## config.mk

```make
export PLATFORM = sky130hd
export DESIGN_NAME = instr_sequencer
export DESIGN_NICKNAME = d
export VERILOG_FILES = /design/src/rtl/instr_sequencer.sv
export SDC_FILE = /design/constraint.sdc
export NUM_CORES = 1
export LEC_CHECK = 0
export CORE_ASPECT_RATIO = 1.4
export CORE_MARGIN = 2
export CORE_UTILIZATION = 46
export CTS_BUF_LIST = sky130_fd_sc_hd__clkbuf_16
export CTS_CLUSTER_SIZE = 10
export DETAILED_ROUTE_END_ITERATION = 6
export PLACE_DENSITY = 0.75
export SETUP_SLACK_MARGIN = 0.4
export SYNTH_ARGS = -nofsm -noshare
export SYNTH_HDL_FRONTEND = slang
export SYNTH_SLANG_ARGS = --single-unit
export TNS_END_PERCENT = 50
```

## constraint.sdc

```tcl
create_clock -name clk -period 3.7 [get_ports clk]
set_input_delay 0.555 -clock clk [delete_from_list [all_inputs] [get_ports clk]]
set_output_delay 0.555 -clock clk [all_outputs]
set_load 0.02 [all_outputs]
```

## src/rtl/instr_sequencer.sv

```systemverilog
`default_nettype none
// ============================================================================
// Module   : instr_sequencer
// Brief    : Multi-cycle FETCH/DECODE/EXEC/MEM/WB phase sequencer with memory
//            handshakes, HALT, fetch/mem watchdog and retired-instruction count.
//            Optional single-step mode: define INSTR_SEQ_SINGLE_STEP_EN.
// Revision : 1.0 - initial release
// ============================================================================
module instr_sequencer #(
    parameter logic [4:0] OP_LOAD  = 5'b01010,
    parameter logic [4:0] OP_STORE = 5'b01011,
    parameter logic [4:0] OP_HALT  = 5'b11111,
    parameter int         TIMEOUT  = 16,
    parameter int         CNT_W    = 16
) (
    input  logic             clk,
    input  logic             rst_n,
`ifdef INSTR_SEQ_SINGLE_STEP_EN
    input  logic             step,
`endif
    input  logic             start,
    input  logic [4:0]       op,
    input  logic             fetch_ack,
    input  logic             mem_ack,
    output logic             fetch_req,
    output logic             mem_req,
    output logic             mem_we,
    output logic             t_fetch,
    output logic             t_decode,
    output logic             t_exec,
    output logic             t_mem,
    output logic             t_wb,
    output logic             reg_we,
    output logic             pc_inc,
    output logic             halted,
    output logic             timeout_err,
    output logic [CNT_W-1:0] instr_cnt,
    output logic [2:0]       state
);

    localparam logic [2:0] c_st_idle   = 3'd0;
    localparam logic [2:0] c_st_fetch  = 3'd1;
    localparam logic [2:0] c_st_decode = 3'd2;
    localparam logic [2:0] c_st_exec   = 3'd3;
    localparam logic [2:0] c_st_mem    = 3'd4;
    localparam logic [2:0] c_st_wb     = 3'd5;
    localparam logic [2:0] c_st_halt   = 3'd6;
`ifdef INSTR_SEQ_SINGLE_STEP_EN
    localparam logic [2:0] c_st_pause  = 3'd7;
    localparam logic [2:0] c_st_after_wb = c_st_pause;
`else
    localparam logic [2:0] c_st_after_wb = c_st_fetch;
`endif

    localparam int               c_wait_w    = (TIMEOUT > 1) ? $clog2(TIMEOUT) : 1;
    localparam bit               c_wdog_en   = (TIMEOUT > 0);
    localparam logic [c_wait_w-1:0] c_wait_last = c_wait_w'((TIMEOUT > 0) ? TIMEOUT - 1 : 0);

    logic [2:0]          r_state;
    logic [4:0]          r_op_q;
    logic [c_wait_w-1:0] r_wait;
    logic [2:0]          w_next_state;
    logic [4:0]          w_next_op;
    logic [c_wait_w-1:0] w_next_wait;
    logic                w_timeout;
`ifdef INSTR_SEQ_SINGLE_STEP_EN
    logic                r_step_d;
`endif

    assign state = r_state;

    // Wait counter is zero outside FETCH/MEM, so entering either starts from 0.
    always_comb begin
        w_next_state = r_state;
        w_next_op    = r_op_q;
        w_next_wait  = '0;
        w_timeout    = 1'b0;
        case (r_state)
            c_st_idle: begin
                if (start) w_next_state = c_st_fetch;
            end
            c_st_fetch: begin
                if (fetch_ack) begin
                    w_next_state = c_st_decode;
                end else if (c_wdog_en && (r_wait == c_wait_last)) begin
                    w_timeout    = 1'b1;
                    w_next_state = c_st_halt;
                end else begin
                    w_next_wait = r_wait + c_wait_w'(1);
                end
            end
            c_st_decode: begin
                w_next_op    = op;
                w_next_state = (op == OP_HALT) ? c_st_halt : c_st_exec;
            end
            c_st_exec: begin
                w_next_state = ((r_op_q == OP_LOAD) || (r_op_q == OP_STORE)) ? c_st_mem : c_st_wb;
            end
            c_st_mem: begin
                if (mem_ack) begin
                    w_next_state = c_st_wb;
                end else if (c_wdog_en && (r_wait == c_wait_last)) begin
                    w_timeout    = 1'b1;
                    w_next_state = c_st_halt;
                end else begin
                    w_next_wait = r_wait + c_wait_w'(1);
                end
            end
            c_st_wb: begin
                w_next_state = c_st_after_wb;
            end
            c_st_halt: begin
                w_next_state = c_st_halt;
            end
`ifdef INSTR_SEQ_SINGLE_STEP_EN
            c_st_pause: begin
                if (step && !r_step_d) w_next_state = c_st_fetch;
            end
`endif
            default: begin
                w_next_state = c_st_idle;
            end
        endcase
    end

    // Outputs are decoded from the next state so they line up with r_state
    // while still coming straight out of flops; async reset clears them at once.
    always_ff @(posedge clk or negedge rst_n) begin
        if (!rst_n) begin
            r_state     <= c_st_idle;
            r_op_q      <= '0;
            r_wait      <= '0;
            timeout_err <= 1'b0;
            instr_cnt   <= '0;
            fetch_req   <= 1'b0;
            mem_req     <= 1'b0;
            mem_we      <= 1'b0;
            t_fetch     <= 1'b0;
            t_decode    <= 1'b0;
            t_exec      <= 1'b0;
            t_mem       <= 1'b0;
            t_wb        <= 1'b0;
            reg_we      <= 1'b0;
            pc_inc      <= 1'b0;
            halted      <= 1'b0;
`ifdef INSTR_SEQ_SINGLE_STEP_EN
            r_step_d    <= 1'b0;
`endif
        end else begin
            r_state <= w_next_state;
            r_op_q  <= w_next_op;
            r_wait  <= w_next_wait;
            if (w_timeout) timeout_err <= 1'b1;
            if (r_state == c_st_wb) instr_cnt <= instr_cnt + CNT_W'(1);
            fetch_req <= (w_next_state == c_st_fetch);
            t_fetch   <= (w_next_state == c_st_fetch);
            t_decode  <= (w_next_state == c_st_decode);
            t_exec    <= (w_next_state == c_st_exec);
            mem_req   <= (w_next_state == c_st_mem);
            t_mem     <= (w_next_state == c_st_mem);
            mem_we    <= (w_next_state == c_st_mem) && (w_next_op == OP_STORE);
            t_wb      <= (w_next_state == c_st_wb);
            pc_inc    <= (w_next_state == c_st_wb);
            reg_we    <= (w_next_state == c_st_wb) && (w_next_op != OP_STORE);
            halted    <= (w_next_state == c_st_halt);
`ifdef INSTR_SEQ_SINGLE_STEP_EN
            r_step_d  <= step;
`endif
        end
    end

endmodule
`default_nettype wire

```

Word-level counts from Yosys, hierarchy flattened
Index checks and enable logic that the tools add are counted.

Add/subtract/negate cells: 2. Multipliers: 0. Div/mod/pow operators: 0. $lt $le $gt $ge: 0. Equality and inequality tests: 18. Shift-type cells: 0. Mux-type cells: 16. Bitwise gates (word level): 0. Reduce and logical (&&, ||, !) cells: 4.

Operators by type and width (number): $pmux W3 S7 (1); $eq A3 B3 Y1 const B (6); $add A16 B1 Y16 const B (1); $eq A5 B4 Y1 const B (3); $mux W3 (5); $eq A3 B2 Y1 const B (4); $mux W4 (3); $pmux W4 S2 (1); $eq A3 B1 Y1 const B (2); $eq A5 B5 Y1 const B (1); $mux W5 (1); $ne A5 B4 Y1 const B (1); $add A4 B1 Y4 const B (1); $eq A4 B4 Y1 const B (1); $mux W1 (4); $logic_not A3 Y1 (1); $logic_and A1 B1 Y1 (2); $pmux W1 S2 (1); $logic_or A1 B1 Y1 (1).

Flip-flop bits (word level): 37. Latch bits: 0. Bits in writable memories: 0. ROM bits: 0. Input port bits: 10. Output and inout port bits: 31. Word-level logic and storage cells: 53. Memories kept: 0.

Longest topological paths before layout
Depth in word-level cells: 6. Depth in mapped cells: 6.

Worst setup path after synthesis
Ideal clock, no wire load.

Path type: register -> register. From: reg r_state[2] (netlist: state[2]). To: reg reg_we. Setup time: 0.119 ns. Arrival time: 1.483 ns. Data required time: 3.581 ns. Path slack: 2.098 ns. Stages on the path, launching flop included: 7. Buffers on the path: 2. Cell sequence: dfrtp_1 > buf_2 > or3b_1 > buf_2 > nor4_2 > a31oi_1 > and2_1.

Longest elaborated chain between the ends: 5.

Ends and longest elaborated chain: start, declared (line 59) `logic [2:0] r_state;`; start signal, assigned (line 130) `r_state <= c_st_idle;`; start signal, assigned (line 150) `r_state <= w_next_state;`; $mux W3 (line 85, 102); $mux W3, on equally long branches (line 100, 83); $pmux W3 S7 (line 78) `case (r_state)`; $eq A3 B3 Y1 (line 164) `reg_we <= (w_next_state == c_st_wb) && (w_next_op != OP_STORE);`; $logic_and A1 B1 Y1 (*) (line 164); end signal, assigned (line 164); end, declared (line 33) `output logic reg_we,`.

Mark *: on every way between the ends. The rest lies on a longest branch, timed or not. A chain may end at the register's enable or synchronous reset.

Worst setup path in the final report
From: reg r_state[2] (netlist: state[2]). To: out state[2].

RTL lines: end, declared (line 38) `output logic [2:0] state`.

No word-level cell between the ends.

==> metrics.yaml <==
detailed_routing:
  avgRoutedWirePerCell_um: 15.0
  ant_nets: 0
  wl_mm: 3.31
  via_per_inst: 5.37
  drt_iter0_drc: 13
  vias: 1187
  dr.pass1.iters: 4
  post-route-drc-count: 0
die:
  die_area_mm2: 0.00410
  die_y_um: 75.0
  coreArea_mm2: 0.00341
  dieWidth_um: 54.7
  rows: 25
  start_util_pct: 48.6
  ios: 41
cells_and_area:
  syn_to_final_growth_pct: 33.1
  final_common_cell: "clkdlybuf4s50_1"
  antenna_cells: 0
  mostFrequentLayoutCells: "clkdlybuf4s50_1 (40), dfrtp_1 (37), xnor2_1 (13)"
  drive_above_1_share_pct: 12.7
  finalNetCount: 192
  postLayoutCellArea_mm2: 0.00220
global_routing:
  grt_pass1_wl_mm: 5.15
  grt_max_degree: 38
  grt_pass1_vias: 1187
  grtUsageTotal_pct: 17.9
  overflow: 0
  antenna_found_initial: 0
outcome:
  status: "finished clean"
sta:
  fin_crit_sh_pct: 55.7
  skew_ps: 6.15
  slew_headroom_pct: 64.1
  setup_tns_ps: 0
  finalSetupViolCount: 0
  grt_setup_unrepaired: "no"
  drv_slew: 0
  hold_violations: 0
  fmax_mhz: 485
  period_minus_slack_ps: 2060
  tightest_slew_ps: 534
yosys:
  netlist_instances: 139
  netlist_area_mm2: 0.00166
  ys_warn_count: 0
  synth-seq-cells: 37
  seq_area_frac_synth_pct: 55.9
  synth-edff-count: 0
  syn_nets: 151
  synth.distinct_cells: 46
  synth-async-reset-ratio_pct: 100
  synth_flop_cell: "dfrtp_1"
  syn_area_per_cell_um2: 11.9
clock_network:
  cts-root-buf: "clkbuf_16"
  clk_latency_ps: 280
  cts_htree_levels: 2
  postCtsHoldBufs: 0
  cts_buffers: 5
  cts-resized-gates: 0
  clkTransAtPathRegs_ps: 50
  clock_sinks: 37
  post-cts-setup-buffers: 0
  max-clock-path-buffers: 2
  cts_tree: "built"
worst_setup_path:
  slowest_delay_ps: 680
  cp_slowest_cell: "clkdlybuf4s50_1"
  path_max_fanout: 12
  critical_path_arrival_ps: 1510
  critPathKind: "register to output port"
  crit_buf_inv: 1
  cp-start-kind: "register"
  cp.required_ps: 3140
  cp_cell_sequence: "clkdlybuf4s50_1"
  cp-end-kind: "output port"
  cpLargestDelayFamily: "buffers and inverters"
place:
  place_congestion: 0.801
  placed_area_mm2: 0.00207
  port_buffers: 40
  hpwl_mm: 2.43
job:
  drv_cap: 0
power:
  ir_drop_mv: 0.510
  leakagePower_nw: 0.970
  powerDensity_mw_per_mm2: 694
hold_path:
  hold_class: "register to register"
[registers in the layout, indices dropped and copies added (netlist names)]
signal,count
pc_inc,1
t_decode,1
reg_we,1
r_op_q,5
timeout_err,1
t_exec,1
halted,1
mem_we,1
r_wait,4
instr_cnt,16
state,3
t_fetch,1
t_mem,1
[cells by family after synthesis]
logic type	Yosys count	share of synthesized area, %
AO/OA/AOI/OAI	14	6.12
XOR/XNOR	16	8.91
adder cells (fa/ha/maj)	2	1.51
buffers and inverters	12	4.08
flip-flops	37	55.9
multiplexers	6	4.08
AND/OR/NAND/NOR	52	19.4
[metrics by stage]
step	instances	setup WS [ps]	utilization, %	total power [mW]	hold WS [ps]
6_report	221	1640	64.7	1.53	475
5_1_grt	221	1580	64.7	1.62	508
4_1_cts	221	1630	64.7	1.55	478
3_5_place_dp	213	1540	60.6	1.15	467
3_3_place_gp	213	1600	60.6	1.13	463
2_1_floorplan	139	2100	-	0.924	259
[synthesized netlist by cell type, types with 3 or more instances]
| cell | number | share of area [%] |
|---|---|---|
| buf_4 | 3 | 1.4 |
| nand3_1 | 10 | 3.0 |
| nand2_1 | 6 | 1.4 |
| mux2_2 | 6 | 4.1 |
| nor3b_1 | 3 | 1.4 |
| nand4_1 | 3 | 1.1 |
| nor2_1 | 7 | 1.6 |
| dfrtp_1 | 37 | 56 |
| a31oi_1 | 3 | 1.1 |
| inv_1 | 5 | 1.1 |
| xnor2_1 | 13 | 6.9 |
[metal layers]
metal	track usage, %	vias up	wire length [µm]
met1	18.6	571	1290
met2	30.8	41	1790
met4	9.72	0	56
li1	-	567	-
met5	0	-	0
met3	5.95	8	179
[worst paths after layout]
kind,slack [ps],from,endpoint,depth (start not counted)
min in group asynchronous,710,rst_n,instr_cnt[9],2
worst min-delay path,480,instr_cnt[15],instr_cnt[15],1
worst max register to register,1950,r_wait[0],mem_we,5
max in group asynchronous,2660,rst_n,r_op_q[1],2
worst min register to register,480,instr_cnt[15],instr_cnt[15],1
worst max-delay path,1640,state[2],state[2],1
[report_power, final]
group / leakage (nW) / switching (mW) / internal [mW]
clock: 0.0748 / 0.148 / 0.244
sequential: 0.487 / 0.102 / 0.507
combinational: 0.408 / 0.259 / 0.269
total: 0.970 / 0.509 / 1.02
[cell type report]
| cell class | instances | area, µm² |
|---|---|---|
| Clock inverter | 3 | 13.8 |
| Timing Repair Buffer | 41 | 408 |
| Tap cell | 40 | 50.0 |
| Sequential cell | 37 | 926 |
| Inverter | 5 | 18.8 |
| Multi-Input combinational cell | 90 | 663 |
| Clock buffer | 5 | 125 |
| Fill cell | 279 | 1200 |
Power figures use the tool's default switching activity.
